[src/rtl/steer_encoder.sv]
// ---------------------------------------------------------------------------
// steer_encoder
// Quadrature-encoder front end for the steering servo loop, with an APB slave.
// A/B/index go through 2-flop synchronizers and per-input glitch filters. The
// filtered A/B pair is decoded into a saturating 10-bit absolute position.
// A sample window produces a signed velocity and a one-cycle POSINT pulse.
//
// Ports:
//   PCLK                 sole clock
//   PRESETN              synchronous active-low reset
//   PSEL/PENABLE/PWRITE  APB control
//   PADDR[7:0]           APB address, bits [3:2] decoded
//   PWDATA[31:0]         APB write data
//   PRDATA[31:0]         APB read data (combinational, 0 when not reading)
//   PREADY / PSLVERR     tied 1 / 0
//   ENC_A/ENC_B/ENC_I    asynchronous encoder phases and index
//   POSINT               one-cycle pulse at the end of each sample window
//
// Register map:
//   0x00 POS  (RO) [9:0] position, [16] homed, [17] err (sticky)
//   0x04 CTRL (RW) [0] enable, [1] home_arm, [2] err_clr (write-only), [3] dir_inv
//   0x08 VEL  (RO) [10:0] signed velocity, sign-extended
//   0x0C FILT (RW) [7:0] filter length N
// ---------------------------------------------------------------------------
module steer_encoder #(
   parameter int SAMPLE_DIV = 100000,
   parameter int POS_MAX    = 1023,
   parameter int HOME_VAL   = 512,
   parameter int FILT_RST   = 4
) (
   input  logic        PCLK,
   input  logic        PRESETN,
   input  logic        PSEL,
   input  logic        PENABLE,
   input  logic        PWRITE,
   input  logic [7:0]  PADDR,
   input  logic [31:0] PWDATA,
   output logic [31:0] PRDATA,
   output logic        PREADY,
   output logic        PSLVERR,
   input  logic        ENC_A,
   input  logic        ENC_B,
   input  logic        ENC_I,
   output logic        POSINT
);

   localparam int CW = (SAMPLE_DIV > 1) ? $clog2(SAMPLE_DIV) : 1;
   localparam logic [CW-1:0] WIN_LAST = CW'(SAMPLE_DIV - 1);
   localparam logic [9:0]    POS_TOP  = 10'(POS_MAX);
   localparam logic [9:0]    HOME_POS = 10'(HOME_VAL);
   localparam logic [7:0]    FILT_DEF = 8'(FILT_RST);

   // Input bit order throughout the input path: [2]=A, [1]=B, [0]=index.
   logic [2:0]  sync1_r, sync2_r, filt_r;
   logic [7:0]  fcnt_r [3];
   logic [1:0]  prev_ab_r;
   logic        prev_i_r;

   logic [9:0]  pos_r, snap_r;
   logic        homed_r, err_r;
   logic        enable_r, home_arm_r, dir_inv_r;
   logic [7:0]  filt_n_r;
   logic [10:0] vel_r;
   logic [CW-1:0] scnt_r;
   logic        posint_r;

   logic [1:0]  cur_ab_s;
   logic        step_up_s, step_dn_s, illegal_s;
   logic        inc_s, dec_s;
   logic        index_load_s;
   logic [9:0]  pos_nxt_s;
   logic        err_nxt_s;
   logic        wr_s, ctrl_wr_s, filt_wr_s, err_clr_s;
   logic        unused_s;

   assign PREADY   = 1'b1;
   assign PSLVERR  = 1'b0;
   assign POSINT   = posint_r;
   assign cur_ab_s = filt_r[2:1];
   assign unused_s = ^{PADDR[7:4], PADDR[1:0], PWDATA[31:8]};

   assign wr_s      = PSEL & PENABLE & PWRITE;
   assign ctrl_wr_s = wr_s & (PADDR[3:2] == 2'b01);
   assign filt_wr_s = wr_s & (PADDR[3:2] == 2'b11);
   assign err_clr_s = ctrl_wr_s & PWDATA[2];

   // Index load only on a filtered rising edge while armed, independent of enable.
   assign index_load_s = filt_r[0] & ~prev_i_r & home_arm_r;

   // Two-flop synchronizer for the asynchronous encoder pins.
   always_ff @(posedge PCLK) begin
      if (!PRESETN) begin
         sync1_r <= 3'b000;
         sync2_r <= 3'b000;
      end else begin
         sync1_r <= {ENC_A, ENC_B, ENC_I};
         sync2_r <= sync1_r;
      end
   end

   // Glitch filter: output follows only after N+1 consecutive differing cycles.
   // The >= compare keeps a stale count safe if N is lowered mid-run.
   always_ff @(posedge PCLK) begin
      if (!PRESETN) begin
         filt_r <= 3'b000;
         for (int i = 0; i < 3; i++) begin
            fcnt_r[i] <= 8'd0;
         end
      end else begin
         for (int i = 0; i < 3; i++) begin
            if (sync2_r[i] != filt_r[i]) begin
               if (fcnt_r[i] >= filt_n_r) begin
                  filt_r[i] <= sync2_r[i];
                  fcnt_r[i] <= 8'd0;
               end else begin
                  fcnt_r[i] <= fcnt_r[i] + 8'd1;
               end
            end else begin
               fcnt_r[i] <= 8'd0;
            end
         end
      end
   end

   // Quadrature decode of previous vs current filtered {A,B}.
   always_comb begin
      step_up_s = 1'b0;
      step_dn_s = 1'b0;
      illegal_s = 1'b0;
      case ({prev_ab_r, cur_ab_s})
         4'b0001, 4'b0111, 4'b1110, 4'b1000: step_up_s = 1'b1;
         4'b0100, 4'b1101, 4'b1011, 4'b0010: step_dn_s = 1'b1;
         4'b0011, 4'b0110, 4'b1001, 4'b1100: illegal_s = 1'b1;
         default: begin
            step_up_s = 1'b0;
            step_dn_s = 1'b0;
            illegal_s = 1'b0;
         end
      endcase
   end

   // Direction inversion swaps the meaning of the two decoded steps.
   always_comb begin
      inc_s = 1'b0;
      dec_s = 1'b0;
      if (dir_inv_r) begin
         inc_s = step_dn_s;
         dec_s = step_up_s;
      end else begin
         inc_s = step_up_s;
         dec_s = step_dn_s;
      end
   end

   // Next position: index load beats counting; counting saturates at both ends.
   always_comb begin
      pos_nxt_s = pos_r;
      if (index_load_s) begin
         pos_nxt_s = HOME_POS;
      end else if (enable_r && inc_s && (pos_r != POS_TOP)) begin
         pos_nxt_s = pos_r + 10'd1;
      end else if (enable_r && dec_s && (pos_r != 10'd0)) begin
         pos_nxt_s = pos_r - 10'd1;
      end else begin
         pos_nxt_s = pos_r;
      end
   end

   // Sticky error: a new illegal transition wins over a same-cycle clear.
   always_comb begin
      err_nxt_s = err_r;
      if (illegal_s) begin
         err_nxt_s = 1'b1;
      end else if (err_clr_s) begin
         err_nxt_s = 1'b0;
      end else begin
         err_nxt_s = err_r;
      end
   end

   // Position, homing status, error and edge-history registers.
   // Edge history is tracked even while disabled so re-enabling never counts.
   always_ff @(posedge PCLK) begin
      if (!PRESETN) begin
         pos_r     <= HOME_POS;
         homed_r   <= 1'b0;
         err_r     <= 1'b0;
         prev_ab_r <= 2'b00;
         prev_i_r  <= 1'b0;
      end else begin
         pos_r     <= pos_nxt_s;
         err_r     <= err_nxt_s;
         prev_ab_r <= cur_ab_s;
         prev_i_r  <= filt_r[0];
         if (index_load_s) begin
            homed_r <= 1'b1;
         end
      end
   end

   // Software control registers; an index load disarms homing unless
   // software rewrites CTRL in that same cycle.
   always_ff @(posedge PCLK) begin
      if (!PRESETN) begin
         enable_r   <= 1'b0;
         home_arm_r <= 1'b0;
         dir_inv_r  <= 1'b0;
         filt_n_r   <= FILT_DEF;
      end else begin
         if (ctrl_wr_s) begin
            enable_r   <= PWDATA[0];
            home_arm_r <= PWDATA[1];
            dir_inv_r  <= PWDATA[3];
         end else if (index_load_s) begin
            home_arm_r <= 1'b0;
         end
         if (filt_wr_s) begin
            filt_n_r <= PWDATA[7:0];
         end
      end
   end

   // Sample window: velocity snapshot and POSINT pulse on the terminal count.
   // 11-bit difference of two zero-extended 10-bit values cannot overflow.
   always_ff @(posedge PCLK) begin
      if (!PRESETN) begin
         scnt_r   <= {CW{1'b0}};
         vel_r    <= 11'd0;
         snap_r   <= HOME_POS;
         posint_r <= 1'b0;
      end else if (scnt_r == WIN_LAST) begin
         scnt_r   <= {CW{1'b0}};
         vel_r    <= {1'b0, pos_r} - {1'b0, snap_r};
         snap_r   <= pos_r;
         posint_r <= 1'b1;
      end else begin
         scnt_r   <= scnt_r + CW'(1);
         posint_r <= 1'b0;
      end
   end

   // APB read mux, driven whenever a read is selected.
   always_comb begin
      PRDATA = 32'd0;
      if (PSEL && !PWRITE) begin
         case (PADDR[3:2])
            2'b00:   PRDATA = {14'd0, err_r, homed_r, 6'd0, pos_r};
            2'b01:   PRDATA = {28'd0, dir_inv_r, 1'b0, home_arm_r, enable_r};
            2'b10:   PRDATA = {{21{vel_r[10]}}, vel_r};
            2'b11:   PRDATA = {24'd0, filt_n_r};
            default: PRDATA = 32'd0;
         endcase
      end else begin
         PRDATA = 32'd0;
      end
   end

endmodule

[config.mk]
export PLATFORM = sky130hd
export DESIGN_NAME = steer_encoder
export DESIGN_NICKNAME = d
export VERILOG_FILES = /design/src/rtl/steer_encoder.sv
export SDC_FILE = /design/constraint.sdc
export NUM_CORES = 1
export LEC_CHECK = 0
export CAP_MARGIN = 15
export CORE_ASPECT_RATIO = 1.25
export CORE_MARGIN = 2
export CORE_UTILIZATION = 59
export DETAILED_ROUTE_END_ITERATION = 8
export GPL_TIMING_DRIVEN = 0
export PLACE_DENSITY = 0.86
export SLEW_MARGIN = 10
export SYNTH_ARGS = -nofsm -noshare
export SYNTH_HDL_FRONTEND = slang
export SYNTH_SLANG_ARGS = --single-unit
[constraint.sdc]
create_clock -name PCLK -period 4.3 [get_ports PCLK]
set_input_delay 0.86 -clock PCLK [delete_from_list [all_inputs] [get_ports PCLK]]
set_output_delay 0.86 -clock PCLK [all_outputs]
set_load 0.05 [all_outputs]
==> impl_results.md, run 1 <==
- Worst-Skew Late Latency: roughly 350 ps
- Area growth syn-to-layout: 19.2%
- Hold EP: sync2_r[2]$_SDFF_PN0_
- Cell Chain, Critical Path: clkdlybuf4s50_1, clkbuf_1, mux4_2, nor2b_1, clkdlybuf4s50_1
- Yosys reg bits: 98
- First-iteration detailed-routing DRC count: about 150
- Status: finished clean
- Postcts setup bufs: 0
- Max-slew headroom: 0.424
- Vias in the first global route: between 4,000 and 5,000
- Clock sink count: 98
- Global-route wire length before repair: 21,300 µm
- Die Height: between 100 and 150 µm
- Via/cell ratio: approximately 5.5
- Dpl cells: slightly above 800
- Endpoints failing hold: 0
- CTS tree: yes
- Period minus WS final: a little over 4000 ps
- Die area: ~0.010 mm²
- Crit. Startpoint: PADDR[2]
- Slowest cell delay on critical path: 720 ps
- Number of synthesized flops with an enable pin: 24
- Clock tree buffer depth: 2
- Final Instance Count excl. Fillers: around 830
- DR WL/cell: 15.6 µm
- Final period utilization: 0.964
- Overall routing resource usage: 0.256
- Slowest cell on the critical path: clkdlybuf4s50_1
- Total CTS buffers: 9
- Final core occ: 0.730
- Critical Path Source Type: input port
- Crit Reg-Reg Startpoint: filt_r[1]$_SDFFE_PN0P_
- Crit-path leading delay family: buffers and inverters
- Root Driver: clkbuf_16
- DRC violation count after routing: 0
- Ys async rst share: 0
- Largest net degree at the start of global routing: 21
- # Max-Cap Violations: 0
- Max Clock Skew: between 6 and 7 ps
- CTS clk-pin slew, worst paths: approximately 70 ps
- Tightest Pin Transition: ~860 ps
- Slew Viols, Final: 0
- Grt ovf: 0
- N_diodes: 0
- DP Area: 0.00638 mm²
- Drt pass-1 iters: 4
- Final instance area: ~0.0067 mm²
- Setup_tns: 0 ps
- RSZ-0062 raised after global routing: no
- Initial antenna violation count: 0
- Bufs and invs on worst path: 3
- Crit path DAT: about 3300 ps
- Fmax: roughly 240 MHz
- # setup viols final: 0
- Cell count after synthesis: between 600 and 700
- Crit Path Category: input port to output port
- Worst setup margin: 154 ps
- Ys Warns: 0
- WP data required: 3440 ps
- Layout Nets: just under 800
- Critical path endpoint category: output port
- Detailed placer's ending HPWL: between 9000 and 10,000 µm
- Hold depth: 1
- Yosys cell types: between 50 and 60
- Peak VDD IR: 0.207 mV
- Routed via count: ~4,500
- Initial core utilization: 0.612
- Largest fanout on the critical path: 10
- Post-Syn Area: approximately 0.0056 mm²
- Worst R2R Path Depth: 11
- Core area: slightly above 0.009 mm²
- # rows: 39
- I/O pins: 83
- Hold_ws: ~430 ps
- Most common cell after layout, fill and taps aside: dfxtp_1
- Pwr dens: 285 mW/mm²
- HP Class: register to register
- Tot Pwr: roughly 1.9 mW
- Worst Hold Launch: sync1_r[2]$_SDFF_PN0_
- Placer congestion estimate: between 0.8 and 0.9
- Dpl ws: -514 ps
- Port Buffers: between 40 and 50
- CTS H-tree depth: 3
- Commonest non-fill, non-tap cells in the layout: dfxtp_1 (74), nor2_1 (72), ha_1 (46)
- Ys flop type: dfxtp_1
- Antenna Nets Post-Route: 0
- Ratio of cells with drive above 1 in the final layout: 0.0684
- Leak pwr: 3.13 nW
- R2r endpoint: pos_r[7]$_SDFFE_PP0P_
- Total Wirelength: between 10,000 and 15,000 µm
- CTS hold repair buffers: 0
- Reg2reg setup slack: 1210 ps
- Seq/Total Area, Yosys: 0.390
- Cell repeated most along the worst path: clkdlybuf4s50_1
- Syn Area/Cell: approximately 9.2 µm²
- Width of the die: 91.5 µm
power by group:
group	switching (mW)	leakage (nW)	internal (mW)	total [mW]
clock network	0.356	0.148	0.450	0.807
logic	0.0705	2.14	0.0598	0.130
registers	0.0192	0.846	0.960	0.980
total	0.446	3.13	1.47	1.92
logic make-up (layout without fill, tap and decap cells):
| logic type | count (synthesis) | in the layout | synth area share |
|---|---|---|---|
| AND/OR/NAND/NOR | 223 | 223 | 0.195 |
| flip-flops | 98 | 98 | 0.390 |
| AO/OA/AOI/OAI | 96 | 96 | 0.108 |
| buffers and inverters | 65 | 130 | 0.0581 |
| XOR/XNOR | 53 | 53 | 0.0822 |
| adder cells (fa/ha/maj) | 48 | 48 | 0.109 |
| multiplexers | 28 | 28 | 0.0563 |
| other | 2 | 26 | 0.00133 |
per-layer routing:
layer,wire [µm],up-vias,part of all wire,global-route usage
li1,-,2254,-,-
met1,5150,2143,0.40,0.272
met2,6810,95,0.53,0.483
met3,382,43,0.030,0.0340
met4,550,0,0.043,0.140
met5,0,-,0,0
cell type report:
type,count,area (µm²)
well taps,123,154
multi-input cells,474,3210
repair buffers,49,541
clock inverters,7,67.6
plain buffers,34,211
flip-flops and latches,98,2200
inverters,31,116
fillers,674,2490
clock buffers,9,225
synth_stat cells (20+ instances only):
library cell	n	area share
dfxtp_1	74	0.26
nor2_1	73	0.049
ha_1	46	0.10
nand2_1	36	0.024
xor2_1	35	0.054
nand3_1	32	0.028
o21ai_0	32	0.028
inv_1	31	0.021
mux2i_1	25	0.044
edfxtp_1	24	0.13
nor2b_1	23	0.025
buf_4	21	0.028
a21oi_1	20	0.018
flip-flops by register name, summed over array words and instances, names as in the netlist:
name / cells
POSINT: 1
vel_r: 11
sync1_r: 3
enable_r: 1
home_arm_r: 1
homed_r: 1
filt_n_r: 8
sync2_r: 3
dir_inv_r: 1
prev_i_r: 1
prev_ab_r: 2
fcnt_r: 24
snap_r: 10
pos_r: 10
scnt_r: 17
filt_r: 3
err_r: 1
worst max path at each step:
| stage | to | slack, ps | cells after the start |
|---|---|---|---|
| final | PRDATA[1] | 150 | 5 |
| after global routing | PRDATA[1] | 80 | 5 |
| after CTS | PRDATA[19] | 10 | 7 |
| after detailed placement | PRDATA[19] | -510 | 7 |
| after global placement | PRDATA[25] | -410 | 7 |
| after floorplan | PRDATA[11] | 190 | 5 |
timing repair:
action                                 in CTS  in global routing
setup endpoints to repair                  20                 20
resized for setup                           2                 20
endpoints found under the hold margin       0                  0
No activity file was read; power rests on OpenSTA's default activity.
==> inputs of run 2 (changes only) <==
--- a/config.mk
+++ b/config.mk
@@ -7,11 +7,11 @@
 export LEC_CHECK = 0
 export CAP_MARGIN = 15
 export CORE_ASPECT_RATIO = 1.25
-export CORE_MARGIN = 2
-export CORE_UTILIZATION = 59
+export CORE_UTILIZATION = 55
 export DETAILED_ROUTE_END_ITERATION = 8
 export GPL_TIMING_DRIVEN = 0
-export PLACE_DENSITY = 0.86
+export HOLD_SLACK_MARGIN = 0.06
+export PLACE_DENSITY = 0.81
 export SLEW_MARGIN = 10
 export SYNTH_ARGS = -nofsm -noshare
 export SYNTH_HDL_FRONTEND = slang
==> run 2 against run 1 <==
First-iteration DRC count is 58% higher. Count of clock-buffer cells in the layout is 1 higher. Power is 0.75% lower. Sequential power hardly changed. Non-clock buffer count stayed put. Die area is 2.9% higher. Wire length is 2.5% higher. Clock skew hardly changed. Final cell count is 0.73% higher. Worst setup slack better by 3.1 ps. Global-route usage is 0.38 points higher.
==> impl_results.md, run 2 (same netlist as run 1, synthesis figures left out) <==
- Status: finished clean (unchanged)
- Sequential Area: 0.00220 mm² (unchanged)
- CTS hold repair buffers: 0 (unchanged)
- Vias in the first global route: 4,636 (was 4,645)
- Leak pwr: 2.86 nW (was 3.13 nW)
- Via/cell ratio: 5.47 (was 5.50)
- Clock sink count: 98 (unchanged)
- Grt ovf: 0 (unchanged)
- Initial core utilization: 0.561 (was 0.612)
- Layout Nets: 793 (unchanged)
- # setup viols final: 0 (unchanged)
- Core area: 0.0101 mm² (was 0.00922 mm²)
- Tightest Pin Transition: 948 ps (was 861 ps)
- Global-route wire length before repair: 21,600 µm (was 21,300 µm)
- Port Buffers: 49 (unchanged)
- Endpoints failing hold: 0 (unchanged)
- Crit Reg-Reg Startpoint: filt_r[1]$_SDFFE_PN0P_ (unchanged)
- DP Area: 0.00639 mm² (was 0.00638 mm²)
- Multi-input logic area: 0.00321 mm² (unchanged)
- Crit path DAT: 3280 ps (was 3290 ps)
- Final instance area: 0.00666 mm² (was 0.00673 mm²)
- Placer congestion estimate: 0.868 (was 0.881)
- Reg2reg setup slack: 1250 ps (was 1210 ps)
- Total CTS buffers: 9 (unchanged)
- Detailed placer's ending HPWL: 10000 µm (was 9770 µm)
- Final Instance Count excl. Fillers: 831 (was 825)
- Fmax: 241 MHz (about the same)
- Largest fanout on the critical path: 10 (unchanged)
- Max-slew headroom: 0.366 (was 0.424)
- HP Class: register to register (unchanged)
- CTS tree: yes (unchanged)
- Number of flip-flops under the largest register name: 24 (unchanged)
- Antenna Nets Post-Route: 0 (unchanged)
- # Max-Cap Violations: 0 (unchanged)
- Final period utilization: 0.964 (about the same)
- First-iteration detailed-routing DRC count: 236 (was 149)
- Dpl cells: 815 (was 809)
- RSZ-0062 raised after global routing: no (unchanged)
- Total Wirelength: 13,200 µm (was 12,900 µm)
- Tot Pwr: 1.90 mW (was 1.92 mW)
- Most common cell after layout, fill and taps aside: dfxtp_1 (unchanged)
- WP data required: 3440 ps (about the same)
- Critical Path Source Type: input port (unchanged)
- Biggest register: fcnt_r (unchanged)
- Routed via count: 4,544 (was 4,535)
- Worst setup path end: PRDATA[1] (unchanged)
- Crit. Startpoint: PADDR[2] (unchanged)
- DRC violation count after routing: 0 (unchanged)
- Die area: 0.0107 mm² (was 0.0104 mm²)
- DR WL/cell: 15.9 µm (was 15.6 µm)
- Clock tree buffer depth: 2 (unchanged)
- Critical path endpoint category: output port (unchanged)
- Worst R2R Path Depth: 11 (unchanged)
- Peak VDD IR: 0.283 mV (was 0.207 mV)
- N_diodes: 0 (unchanged)
- R2r endpoint: pos_r[7]$_SDFFE_PP0P_ (unchanged)
- Crit Path Category: input port to output port (unchanged)
- Period minus WS final: 4140 ps (was 4150 ps)
- Area growth syn-to-layout: 18.0% (was 19.2%)
- # rows: 41 (was 39)
- Initial antenna violation count: 0 (unchanged)
- Slew Viols, Final: 0 (unchanged)
- Die Height: 115 µm (was 113 µm)
- Width of the die: 92.6 µm (was 91.5 µm)
- Overall routing resource usage: 0.260 (was 0.256)
- Drt pass-1 iters: 5 (was 4)
- Worst-Skew Late Latency: 350 ps (about the same)
- Largest net degree at the start of global routing: 21 (unchanged)
- Root Driver: clkbuf_16 (unchanged)
- CTS H-tree depth: 3 (unchanged)
- Max Clock Skew: 6.39 ps (was 6.56 ps)
- I/O pins: 83 (unchanged)
- Biggest regs: fcnt_r x24, scnt_r x17, vel_r x11 (unchanged)
- Ratio of cells with drive above 1 in the final layout: 0.0641 (was 0.0684)
- Commonest non-fill, non-tap cells in the layout: dfxtp_1 (74), nor2_1 (72), ha_1 (46) (unchanged)
- Filler cell count: 829 (was 674)
- CTS clk-pin slew, worst paths: 70 ps (about the same)
- Pwr dens: 286 mW/mm² (was 285 mW/mm²)
-- run 2: changes by cell type in the layout (fill, tap and decap cells not counted) --
cell            delta
clkbuf_1           +1
clkinv_1           +2
clkinv_2           -2
clkinvlp_4         +1
dlygate4sd2_1     +19
dlymetal6s2s_1    -19
inv_4              -1
inv_6              -1
-- run 2: final cells by class --
type                            count  share of cell area
Buffer                             34              0.0317
Clock buffer                       10              0.0344
Clock inverter                      6             0.00864
Inverter                           31              0.0175
Multi-Input combinational cell    474               0.482
Sequential cell                    98               0.331
Tap cell                          129              0.0242
Timing Repair Buffer               49              0.0704
-- run 2: how the worst min path moves through the flow --
stage | end | cells past startpoint | slack, ps | startpoint
4_1_cts | sync2_r[2]$_SDFF_PN0_ | 1 | 430 | sync1_r[2]$_SDFF_PN0_
2_1_floorplan | sync2_r[0]$_SDFF_PN0_ | 1 | 410 | sync1_r[0]$_SDFF_PN0_
3_5_place_dp | sync2_r[2]$_SDFF_PN0_ | 1 | 420 | sync1_r[2]$_SDFF_PN0_
6_report | sync2_r[1]$_SDFF_PN0_ | 1 | 430 | sync1_r[1]$_SDFF_PN0_
3_3_place_gp | sync2_r[2]$_SDFF_PN0_ | 1 | 420 | sync1_r[2]$_SDFF_PN0_
5_1_grt | sync2_r[2]$_SDFF_PN0_ | 1 | 440 | sync1_r[2]$_SDFF_PN0_
-- run 2: timing repair --
| item | in CTS | in global routing |
|---|---|---|
| buffers inserted | 0 | 0 |
| cloned | 0 | 0 |
| hold endpoints to repair | 0 | 0 |
| resized for setup | 21 | 1 |
| endpoints found under the setup margin | 20 | 1 |
-- run 2: layer usage --
layer,wire (µm),vias to the layer above,GRT usage
met5,0,-,0
met4,397,0,0.117
met3,569,28,0.0390
met2,6990,126,0.492
met1,5250,2142,0.284
li1,-,2248,-
-- run 2: worst max-delay path, stage by stage --
cell and delay, ps:
clkdlybuf4s50_1 520, clkbuf_1 440, mux4_2 580, nor2b_1 140, clkdlybuf4s50_1 740
-- run 2: power breakdown --
group          internal (mW)  total [mW]  switching, mW
Combinational         0.0601       0.134         0.0739
Sequential             0.961       0.980         0.0192
Clock                  0.446       0.788          0.342
-- run 2: per-stage QoR --
step,hold WS (ps),TNS [ps],setup WS (ps),utilization
floorplan,412,0,193,-
global placement,416,-7840,-399,0.635
detailed placement,419,-11840,-611,0.635
CTS,435,0,71.7,0.662
global route,441,0,36.2,0.662
finish,434,0,157,0.662
==> inputs of run 3 (changes only) <==
--- a/config.mk
+++ b/config.mk
@@ -7,6 +7,7 @@
 export LEC_CHECK = 0
 export CAP_MARGIN = 15
 export CORE_ASPECT_RATIO = 1.25
+export CORE_MARGIN = 2
 export CORE_UTILIZATION = 55
 export DETAILED_ROUTE_END_ITERATION = 8
 export GPL_TIMING_DRIVEN = 0
==> constraint.sdc (replaced) <==
create_clock -name PCLK -period 4.5 [get_ports PCLK]
set_input_delay 0.9 -clock PCLK [delete_from_list [all_inputs] [get_ports PCLK]]
set_output_delay 0.9 -clock PCLK [all_outputs]
set_load 0.05 [all_outputs]
==> run 3 against run 2 <==
Critical path depth rose by 2. Clock power up 7.2%. Non-clock buffer count unchanged. Cell area is 0.90% higher. Sequential power is 4.5% lower. Combinational power decreased by 7%. Die area is 3.9% higher. Wire length decreased by 3.1%. First-iteration DRC count down 28%. Via count shrank 0.57%. Utilization is 0.60 points higher.
==> impl_results.md, run 3 (same netlist as run 1, synthesis figures left out) <==
- CTS hold repair buffers: 0 (unchanged)
- Crit-path leading delay family: buffers and inverters (unchanged)
- Vias in the first global route: 4,662 (was 4,636)
- WP data required: 3600 ps (was 3440 ps)
- Period minus WS final: 4310 ps
- Detailed placer's ending HPWL: 9620 µm (was 10000 µm)
- Slowest cell delay on critical path: 800 ps (was 740 ps)
- Root Driver: clkbuf_16 (unchanged)
- Fmax: between 200 and 250 MHz
- Crit Path Category: input port to output port (unchanged)
- CTS tree: yes (unchanged)
- Commonest non-fill, non-tap cells in the layout: dfxtp_1 (74), nor2_1 (72), clkdlybuf4s50_1 (49) (was dfxtp_1 (74), nor2_1 (72), ha_1 (46))
- CTS clk-pin slew, worst paths: 70 ps (about the same)
- Worst setup path end: PRDATA[31] (was PRDATA[1])
- Worst-Skew Late Latency: 350 ps (about the same)
- Global-route wire length before repair: 21,300 µm (was 21,600 µm)
- Slowest cell on the critical path: clkdlybuf4s50_1 (unchanged)
- RSZ-0062 raised after global routing: no (unchanged)
- Biggest regs: fcnt_r x24, scnt_r x17, vel_r x11 (unchanged)
- N_diodes: 0 (unchanged)
- Max Clock Skew: 5.73 ps (was 6.39 ps)
- DP Area: 0.00639 mm² (unchanged)
- Final period utilization: 0.959
- Grt ovf: 0 (unchanged)
- CTS H-tree depth: 3 (unchanged)
- Tightest Pin Transition: 908 ps (was 948 ps)
- Antenna Nets Post-Route: 0 (unchanged)
- First-iteration detailed-routing DRC count: 169 (was 236)
- Crit. Startpoint: PWRITE (was PADDR[2])
- Die Height: 117 µm (was 115 µm)
- Endpoints failing hold: 0 (unchanged)
- Dpl cells: 815 (unchanged)
- Total Wirelength: 12,800 µm (was 13,200 µm)
- Overall routing resource usage: 0.247 (was 0.260)
- Largest net degree at the start of global routing: 21 (unchanged)
- R2r endpoint: pos_r[7]$_SDFFE_PP0P_ (unchanged)
- # setup viols final: 0 (unchanged)
- Cell Chain, Critical Path: clkdlybuf4s50_1, nand2b_1, clkbuf_1, or2_2, nor2_4, buf_4, clkdlybuf4s50_1 (was clkdlybuf4s50_1, clkbuf_1, mux4_2, nor2b_1, clkdlybuf4s50_1)
- Via/cell ratio: 5.44 (was 5.47)
- HP Class: register to register (unchanged)
- Setup_tns: 0 ps (unchanged)
- Core area: 0.0101 mm² (unchanged)
- Worst R2R Path Depth: 11 (unchanged)
- Crit path DAT: 3410 ps (was 3280 ps)
- Ratio of cells with drive above 1 in the final layout: 0.0698 (was 0.0641)
- Bufs and invs on worst path: 4 (was 3)
- Critical path depth in cells: 7 (was 5)
- Number of flip-flops under the largest register name: 24 (unchanged)
- Critical path endpoint category: output port (unchanged)
- Port Buffers: 49 (unchanged)
- Pwr dens: 284 mW/mm² (was 286 mW/mm²)
- Layout Nets: 793 (unchanged)
- Max-slew headroom: 0.392 (was 0.366)
- Placer congestion estimate: 0.890 (was 0.868)
- Biggest register: fcnt_r (unchanged)
- Leak pwr: 2.77 nW (was 2.86 nW)
- Clock sink count: 98 (unchanged)
- Final Instance Count excl. Fillers: 831 (unchanged)
- Initial antenna violation count: 0 (unchanged)
- I/O pins: 83 (unchanged)
- Most common cell after layout, fill and taps aside: dfxtp_1 (unchanged)
- Final instance area: 0.00672 mm² (was 0.00666 mm²)
- Drt pass-1 iters: 4 (was 5)
- Reg2reg setup slack: 1420 ps (was 1250 ps)
- Width of the die: 94.6 µm (was 92.6 µm)
- Clock tree buffer depth: 2 (unchanged)
- Cell repeated most along the worst path: clkdlybuf4s50_1 (unchanged)
- Hold depth: 1 (unchanged)
- Status: finished clean (unchanged)
- DR WL/cell: 15.4 µm (was 15.9 µm)
- Critical Path Source Type: input port (unchanged)
- Crit Reg-Reg Startpoint: filt_r[2]$_SDFFE_PN0P_ (was filt_r[1]$_SDFFE_PN0P_)
- # rows: 41 (unchanged)
- Routed via count: 4,518 (was 4,544)
- Initial core utilization: 0.561 (unchanged)
- Total CTS buffers: 9 (unchanged)
- # Max-Cap Violations: 0 (unchanged)
- Slew Viols, Final: 0 (unchanged)
- Largest fanout on the critical path: 20 (was 10)
- Area growth syn-to-layout: 19.0% (was 18.0%)
- Die area: 0.0111 mm² (was 0.0107 mm²)
- Peak VDD IR: 0.230 mV (was 0.283 mV)
- DRC violation count after routing: 0 (unchanged)
[run 3: changes by cell type in the layout (fill, tap and decap cells not counted)]
cell,previous run,this run
clkdlybuf4s50_1,29,49
dlygate4sd2_1,19,0
clkinv_1,3,0
bufinv_16,1,2
clkbuf_1,9,8
clkinv_2,0,1
clkinvlp_4,1,0
dlymetal6s2s_1,1,0
inv_4,0,1
inv_6,0,1
inv_8,0,1
[run 3: timing repair]
item	in CTS	in global routing
buffers inserted	0	0
endpoints found under the setup margin	20	0
resized for setup	2	0
[run 3: report_power, final]
group	total, mW	leakage, nW	switching, mW	internal, mW
logic	0.124	1.76	0.0666	0.0571
clock network	0.845	0.162	0.352	0.493
registers	0.936	0.846	0.0188	0.918
[run 3: per-layer routing]
metal  GRT usage  up-vias  share of wire
li1            -     2259              -
met1       0.275     2157           0.41
met2       0.458       70           0.53
met3      0.0359       32          0.032
met4       0.115        0          0.036
met5           0        -              0
[run 3: worst min-delay path by stage]
stage	startpoint	endpoint	slack, ps
floorplan	sync1_r[0]$_SDFF_PN0_	sync2_r[0]$_SDFF_PN0_	410
global placement	sync1_r[1]$_SDFF_PN0_	sync2_r[1]$_SDFF_PN0_	420
detailed placement	sync1_r[1]$_SDFF_PN0_	sync2_r[1]$_SDFF_PN0_	420
CTS	sync1_r[0]$_SDFF_PN0_	sync2_r[0]$_SDFF_PN0_	440
global route	sync1_r[0]$_SDFF_PN0_	sync2_r[0]$_SDFF_PN0_	460
finish	sync1_r[0]$_SDFF_PN0_	sync2_r[0]$_SDFF_PN0_	440
[run 3: worst register-to-register path: stages, from the launching register on]
cell and delay, ps:
dfxtp_1 450, xor2_1 160, or3_4 400, a21oi_4 210, inv_1 190, ha_1 380, a21o_1 200, a21oi_1 260
a21oi_1 130, o21ai_0 140, or3b_1 350, a21oi_1 140
[run 3: stage by stage]
step | setup WS [ps] | total power, mW | hold slack, ps | utilization
2_1_floorplan | 313 | 1.04 | 412 | -
3_3_place_gp | -272 | 1.07 | 421 | 0.635
3_5_place_dp | -384 | 1.08 | 422 | 0.635
4_1_cts | 165 | 1.91 | 444 | 0.668
5_1_grt | 33.6 | 1.96 | 463 | 0.668
6_report | 185 | 1.91 | 444 | 0.668
[run 3: area by class of cell]
type,instances,area [µm²]
Timing Repair Buffer,49,490
Fill cell,828,3330
Inverter,31,116
Sequential cell,98,2200
Clock inverter,7,100
Clock buffer,9,225
Buffer,34,211
Tap cell,129,161
Multi-Input combinational cell,474,3210
